File: src/rtl/xmod_pkg.sv
// Shared helpers for the sequential X mod M reducer: ceil-log2, 2^e mod m, FSM states.
package xmod_pkg;

  typedef enum logic [2:0] {IDLE, ACCUM, FOLD, CORR, DONE} xmod_state_e;

  function automatic int clog2(input int v);
    int r;
    int p;
    r = 0;
    p = 1;
    while (p < v) begin
      p = p * 2;
      r = r + 1;
    end
    return r;
  endfunction

  // Doubling keeps every intermediate below 2*m, so int never overflows.
  function automatic int pow2mod(input int e, input int m);
    int r;
    r = 1 % m;
    for (int i = 0; i < e; i++) r = (r * 2) % m;
    return r;
  endfunction

endpackage

File: src/rtl/x_mod_m_fold.sv
// Combinational fold (lo + hi*W1) and single conditional subtraction of M.
module x_mod_m_fold #(
  parameter int K  = 7,
  parameter int AW = 18,
  parameter int M  = 107,
  parameter int W1 = 21
) (
  input  logic [AW-1:0] acc,
  output logic [AW-1:0] fold_val,
  output logic [AW-1:0] corr_val,
  output logic          hi_zero
);

  localparam logic [K-1:0] W1_V = K'(W1);

  logic [AW-K-1:0] hi;
  logic [K-1:0]    lo;

  assign hi = acc[AW-1:K];
  assign lo = acc[K-1:0];

  // W1 <= M-1 < 2^K - 1, so lo + hi*W1 stays below 2^AW.
  assign fold_val = AW'(lo) + AW'(hi) * AW'(W1_V);
  assign corr_val = (acc >= AW'(M)) ? acc - AW'(M) : acc;
  assign hi_zero  = (hi == '0);

endmodule

File: src/rtl/x_mod_m_seq.sv
// Sequential X mod M: weighted chunk accumulate, iterative fold, final correction.
// Optional abort input enabled by defining XMOD_ABORT_EN.
module x_mod_m_seq
  import xmod_pkg::*;
#(
  parameter int XW = 100,
  parameter int M  = 107,
  localparam int K   = clog2(M),
  localparam int NCH = (XW + K - 1) / K,
  localparam int W1  = pow2mod(K, M),
  localparam int AW  = 2 * K + clog2(NCH + 1)
) (
  input  logic          clk,
  input  logic          rst,
  input  logic          in_valid,
  output logic          in_ready,
  input  logic [XW-1:0] X,
  output logic          out_valid,
  input  logic          out_ready,
`ifdef XMOD_ABORT_EN
  input  logic          abort,
`endif
  output logic [K-1:0]  R
);

  localparam int IW = clog2(NCH + 1);

  xmod_state_e         state, state_n;
  logic [NCH*K-1:0]    x_q;
  logic [AW-1:0]       acc;
  logic [IW-1:0]       idx;
  logic [K-1:0]        r_q;
  logic [K-1:0]        wt_tab [NCH];
  logic [K-1:0]        wt_sel;
  logic [AW-1:0]       term;
  logic [AW-1:0]       fold_val, corr_val;
  logic                hi_zero;
  logic                abort_hit;

  // Chunk weights 2^(i*K) mod M are fixed at elaboration.
  for (genvar g = 0; g < NCH; g++) begin : g_wt
    assign wt_tab[g] = K'(pow2mod(g * K, M));
  end

  always_comb begin
    wt_sel = '0;
    for (int i = 0; i < NCH; i++)
      if (idx == IW'(i)) wt_sel = wt_tab[i];
  end

  assign term = AW'(x_q[K-1:0]) * AW'(wt_sel);

`ifdef XMOD_ABORT_EN
  assign abort_hit = abort && (state inside {ACCUM, FOLD, CORR});
`else
  assign abort_hit = 1'b0;
`endif

  x_mod_m_fold #(.K(K), .AW(AW), .M(M), .W1(W1)) u_fold (
    .acc      (acc),
    .fold_val (fold_val),
    .corr_val (corr_val),
    .hi_zero  (hi_zero)
  );

  always_ff @(posedge clk) begin
    if (rst) state <= IDLE;
    else     state <= state_n;
  end

  always_comb begin
    state_n = state;
    case (state)
      IDLE:    if (in_valid) state_n = ACCUM;
      ACCUM:   if (idx == IW'(NCH - 1)) state_n = FOLD;
      FOLD:    if (hi_zero) state_n = CORR;
      CORR:    state_n = DONE;
      DONE:    if (out_ready) state_n = IDLE;
      default: state_n = IDLE;
    endcase
    if (abort_hit) state_n = IDLE;
  end

  always_ff @(posedge clk) begin
    if (rst) begin
      acc <= '0;
      idx <= '0;
      r_q <= '0;
    end else if (!abort_hit) begin
      case (state)
        IDLE: if (in_valid) begin
          acc <= '0;
          idx <= '0;
        end
        ACCUM: begin
          acc <= acc + term;
          idx <= idx + 1'b1;
        end
        FOLD: if (!hi_zero) acc <= fold_val;
        CORR: begin
          acc <= corr_val;
          r_q <= corr_val[K-1:0];
        end
        default: ;
      endcase
    end
  end

  // Operand shift register: chunk i sits in the low K bits during ACCUM cycle i.
  always_ff @(posedge clk) begin
    if (state == IDLE && in_valid) x_q <= (NCH*K)'(X);
    else if (state == ACCUM)       x_q <= x_q >> K;
  end

  assign in_ready  = (state == IDLE);
  assign out_valid = (state == DONE);
  assign R         = r_q;

endmodule

File: config.mk
export PLATFORM = sky130hd
export DESIGN_NAME = x_mod_m_seq
export DESIGN_NICKNAME = d
export VERILOG_FILES = /design/src/rtl/xmod_pkg.sv /design/src/rtl/x_mod_m_fold.sv /design/src/rtl/x_mod_m_seq.sv
export SDC_FILE = /design/constraint.sdc
export NUM_CORES = 1
export LEC_CHECK = 0
export CAP_MARGIN = 5
export CORE_MARGIN = 2
export CORE_UTILIZATION = 40
export DETAILED_ROUTE_END_ITERATION = 8
export HOLD_SLACK_MARGIN = 0.03
export PLACE_DENSITY = 0.7
export SLEW_MARGIN = 30
export SYNTH_ARGS = -nofsm -noshare
export SYNTH_HDL_FRONTEND = slang
export SYNTH_SLANG_ARGS = --single-unit
File: constraint.sdc
create_clock -name clk -period 5.4 [get_ports clk]
set_input_delay 0.81 -clock clk [delete_from_list [all_inputs] [get_ports clk]]
set_output_delay 0.81 -clock clk [all_outputs]
set_load 0.02 [all_outputs]
==> out/results.txt <==
For the pin with the worst max-slew slack, the measured transition is 0.935 ns. During synthesis, Yosys emitted a total of 0 warnings. The final count of hold timing violations is 0, and the critical-path maximum fanout is 5. The total congestion overflow after global routing came out at 0.

Counting cells, the worst reg-to-reg path comes to 22. In this run the power density over the cells is 258 mW/mm2. The standard-cell row count was 58. Across the run, the number of max-cap violations was 0. The pre-antenna-repair detailed-routing pass consisted of 5 iterations.

Setup repair after global routing could not meet its margin everywhere. For the via count of the first global-routing pass, the log shows 8,333. In this run the critical register-to-register path is launched from idx[1]. After the last flow step, the layout net total stands at 1,535. TritonCTS created 17 clock buffers.

The tools report the critical path endpoint category as a flip-flop. Once detail routing completed, the nets flagged for antenna violations numbered 0. The global-route usage over all layers is 19.6%, and the number of cells on the worst hold path is 2. The initial antenna violation count was 0; the fmax was 0.190 GHz. The x dimension of the die came out at 163 um. Final critical path time including I/O delays and setup: 5.26 ns. The core footprint is 0.0250 mm2. Counting every sink on the clock net gives 132.

The initial core utilization is 40.4%. Synthesized area divided by synthesized cell count: 8.81 um2. TritonCTS built the clock tree. The post-route netlist has 13.8% of its cells at a drive strength greater than 1. For the data arrival time of the critical path, the log shows 5.58 ns. The run finished with clean final reports. The mapped netlist covers 0.0101 mm2. The area growth from synthesis to layout is 28.0%. Dividing the detail-routed via count by the number of cells gives 5.21. For the data required time at the worst endpoint, the log shows 5.73 ns. After synthesis, flip-flops and latches occupy 36.1% of the total area. The number of violations reported at the end of detailed-routing iteration 0 was 563.

The count of H-tree levels built during CTS is 4. The worst setup path is launched from a flip-flop. The logs give 0.14 ns for the worst reg-to-reg setup slack and 1,588 for the number of cells after detailed placement.

The die covers 0.0265 mm2. Across all layers, the routed design uses 8,538 vias. Clock-pin slew was measured on the worst setup and hold paths at 0.06 ns. The number of hold buffers added after CTS was 0. Yosys mapped a number of flops with a built-in enable equal to 100. After detailed routing, the average wire length per cell comes to 15.9 um.

Measured against its own limit, the worst slew margin works out to 37.7%. The later pin in the worst-skew pair is clocked with a latency of 0.42 ns. Wires add up to 26.0 mm.

Input and output buffers added on the ports amount to 112. The flop and latch count out of synthesis was 132. Setup violations remaining at the end of the flow were counted as 0. Most common flop cell mapped by yosys: sky130_fd_sc_hd__edfxtp_1. The run gives 0 as the DRC violation count after routing.

The worst setup path is of the reg -> reg kind. In this run the critical register-to-register path is captured at acc[17]. The finished layout holds 1,638 standard cells, fillers aside. The net count after synthesis was 1,386. The tools report the number of top-level pins as 113.

The number of antenna diodes in the final layout is 0. The tools report the hold path startpoint as R[3]. The clock passes through at most 2 buffers. Final critical-path share of the clock period: 97.3%. Yosys mapped the design onto 73 distinct sky130hd cell types. The setup TNS came out at 0 ns.

The clock root buffer is sky130_fd_sc_hd__clkbuf_16. The class of the tightest hold or removal check is reg -> reg. The run gives 1,146 as the synthesized instance count.

The maximum number of pins on one net before global-route repair came out at 95. The analysis attributes to cell leakage a power of 0.00582 uW. From bottom edge to top edge, the die measures 163 um. The post-synthesis async set-or-reset flop share was 0%; the estimated wirelength of the detail-placed design was 18.6 mm.

The run gives 0 as the number of pins with negative max-slew slack in the final report. The maximum clock skew at final layout was 0.0102 ns; the wire length of the first global-routing pass was 41.2 mm. The worst hold path terminates at R[3]. Routability-driven placement finished with a final weighted congestion of 0.917. Across the VDD grid, the largest voltage drop is 0.203 mV.
-- worst max-delay path: stages (launching register included) --
cell and delay (ns):
sky130_fd_sc_hd__dfxtp_4 0.40, sky130_fd_sc_hd__inv_4 0.05, sky130_fd_sc_hd__ha_4 0.19, sky130_fd_sc_hd__buf_6 0.12
sky130_fd_sc_hd__nor4_4 0.23, sky130_fd_sc_hd__nand2_1 0.12, sky130_fd_sc_hd__a21oi_4 0.23, sky130_fd_sc_hd__buf_6 0.13
sky130_fd_sc_hd__nand2_4 0.05, sky130_fd_sc_hd__fa_1 0.51, sky130_fd_sc_hd__fa_1 0.57, sky130_fd_sc_hd__inv_2 0.04
sky130_fd_sc_hd__fa_1 0.47, sky130_fd_sc_hd__inv_1 0.05, sky130_fd_sc_hd__fa_1 0.49, sky130_fd_sc_hd__inv_2 0.05
sky130_fd_sc_hd__ha_4 0.27, sky130_fd_sc_hd__o211ai_1 0.08, sky130_fd_sc_hd__nand2_1 0.14, sky130_fd_sc_hd__nand4b_1 0.19
sky130_fd_sc_hd__a211oi_2 0.29, sky130_fd_sc_hd__mux2_4 0.33, sky130_fd_sc_hd__o31ai_2 0.17
-- where the power goes --
| part | internal [uW] | switching, uW |
|---|---|---|
| Clock | 627 | 534 |
| Sequential | 1230 | 68.2 |
| Combinational | 407 | 473 |
| Total | 2260 | 1080 |
-- logic make-up (layout without fill, tap and decap cells) --
family / after synthesis / count (layout) / synth area share, %
compound gates: 194 / 194 / 12.9
xor+xnor: 23 / 23 / 2.00
fa+ha+maj: 136 / 136 / 20.4
buf+inv: 165 / 327 / 6.26
flops: 132 / 132 / 36.1
mux: 8 / 8 / 0.818
simple gates: 488 / 488 / 21.5
-- metal layers --
layer / GRT usage (%) / wire, um
met1: 26.5 / 11500
met2: 31.5 / 12500
met3: 4.53 / 1620
met4: 5.35 / 407
met5: 0 / 0
-- synth_stat cells (3+ instances only) --
master | count | area share (%)
sky130_fd_sc_hd__inv_1 | 119 | 4.4
sky130_fd_sc_hd__a22oi_1 | 5 | 0.37
sky130_fd_sc_hd__a31oi_1 | 4 | 0.25
sky130_fd_sc_hd__a21o_1 | 8 | 0.59
sky130_fd_sc_hd__or3_1 | 6 | 0.37
sky130_fd_sc_hd__a21oi_1 | 51 | 2.5
sky130_fd_sc_hd__mux2i_1 | 6 | 0.59
sky130_fd_sc_hd__nand3_1 | 14 | 0.69
sky130_fd_sc_hd__xnor2_1 | 16 | 1.4
sky130_fd_sc_hd__o21ai_0 | 42 | 2.1
sky130_fd_sc_hd__ha_1 | 88 | 11
sky130_fd_sc_hd__nor3_1 | 20 | 0.99
sky130_fd_sc_hd__o211ai_1 | 6 | 0.45
sky130_fd_sc_hd__o31a_1 | 4 | 0.35
sky130_fd_sc_hd__nand3b_1 | 5 | 0.37
sky130_fd_sc_hd__fa_1 | 48 | 9.5
sky130_fd_sc_hd__nor2b_1 | 15 | 0.93
sky130_fd_sc_hd__o21bai_1 | 3 | 0.22
sky130_fd_sc_hd__o31ai_1 | 4 | 0.30
sky130_fd_sc_hd__nand4_1 | 3 | 0.19
sky130_fd_sc_hd__and2_1 | 34 | 2.1
sky130_fd_sc_hd__clkbuf_1 | 41 | 1.5
sky130_fd_sc_hd__nand2b_1 | 3 | 0.19
sky130_fd_sc_hd__nor3b_1 | 4 | 0.30
sky130_fd_sc_hd__xor2_1 | 7 | 0.61
sky130_fd_sc_hd__o21a_1 | 7 | 0.52
sky130_fd_sc_hd__o32ai_1 | 4 | 0.35
sky130_fd_sc_hd__a311oi_1 | 4 | 0.35
sky130_fd_sc_hd__dfxtp_1 | 32 | 6.3
sky130_fd_sc_hd__a211oi_1 | 17 | 1.3
sky130_fd_sc_hd__and3_1 | 9 | 0.56
sky130_fd_sc_hd__edfxtp_1 | 100 | 30
sky130_fd_sc_hd__nand2_1 | 327 | 12
sky130_fd_sc_hd__nor2_1 | 34 | 1.3
sky130_fd_sc_hd__a221oi_1 | 3 | 0.26
sky130_fd_sc_hd__a2111oi_0 | 3 | 0.26
-- how the worst max path moves through the flow --
stage / endpoint / cells after the start / startpoint
after floorplan: acc[13] / 20 / idx[0]
after global placement: acc[13] / 19 / idx[0]
after detailed placement: acc[13] / 19 / idx[0]
after CTS: acc[17] / 22 / idx[0]
after global routing: acc[17] / 21 / idx[1]
final: acc[17] / 22 / idx[1]
-- per-stage QoR --
step           hold slack, ns  area (um2)  power [uW]  setup slack, ns  utilization (%)
3_5_place_dp            0.446       11800        2100           -0.414             47.3
4_1_cts                 0.457       12500        3280           0.0134             50.1
6_report                0.456       12900        3340            0.144             51.8
3_3_place_gp            0.439       11800        2080           -0.251             47.3
2_1_floorplan           0.491       10100        1810          0.00965                -
5_1_grt                 0.479       12900        3510          -0.0794             51.8
-- placed cells by master, fill, tap and decap left out, types with 5 or more instances in the layout --
cell type,count
sky130_fd_sc_hd__nand2_1,323
sky130_fd_sc_hd__clkdlybuf4s50_1,112
sky130_fd_sc_hd__inv_1,109
sky130_fd_sc_hd__edfxtp_1,100
sky130_fd_sc_hd__ha_1,78
sky130_fd_sc_hd__buf_4,52
sky130_fd_sc_hd__a21oi_1,47
sky130_fd_sc_hd__fa_1,42
sky130_fd_sc_hd__o21ai_0,36
sky130_fd_sc_hd__and2_1,32
sky130_fd_sc_hd__nor2_1,32
sky130_fd_sc_hd__dfxtp_1,30
sky130_fd_sc_hd__nor3_1,19
sky130_fd_sc_hd__clkbuf_16,17
sky130_fd_sc_hd__xnor2_1,15
sky130_fd_sc_hd__a211oi_1,13
sky130_fd_sc_hd__nor2b_1,12
sky130_fd_sc_hd__nand3_1,12
sky130_fd_sc_hd__buf_6,10
sky130_fd_sc_hd__inv_2,9
sky130_fd_sc_hd__and3_1,9
sky130_fd_sc_hd__a21o_1,8
sky130_fd_sc_hd__ha_4,8
sky130_fd_sc_hd__xor2_1,7
sky130_fd_sc_hd__o21a_1,7
sky130_fd_sc_hd__mux2i_1,6
sky130_fd_sc_hd__o211ai_1,6
sky130_fd_sc_hd__or3_1,6
sky130_fd_sc_hd__fa_2,6
sky130_fd_sc_hd__nand3b_1,5
sky130_fd_sc_hd__a211oi_2,5
sky130_fd_sc_hd__a22oi_1,5
sky130_fd_sc_hd__clkinv_8,5
sky130_fd_sc_hd__inv_8,5
-- registers in the layout (all words and copies together) (netlist names) --
signal,cells
x_q,100
acc,18
R,7
idx,4
state,3
-- what timing repair did --
action,4_1_cts,5_1_grt
endpoints found under the setup margin,10,13
pin swaps,7,55
gates cloned,0,1
setup buffers,3,14
gates resized for setup,18,80
hold endpoints to repair,0,0
-- final cells by class --
class	count	area (um2)
Clock buffer	17	425
Clock inverter	15	180
Fill cell	2289	12000
Inverter	119	449
Multi-Input combinational cell	849	6170
Sequential cell	132	3650
Tap cell	330	413
Timing Repair Buffer	176	1630
Note: power is estimated with default switching activity, not from simulation.
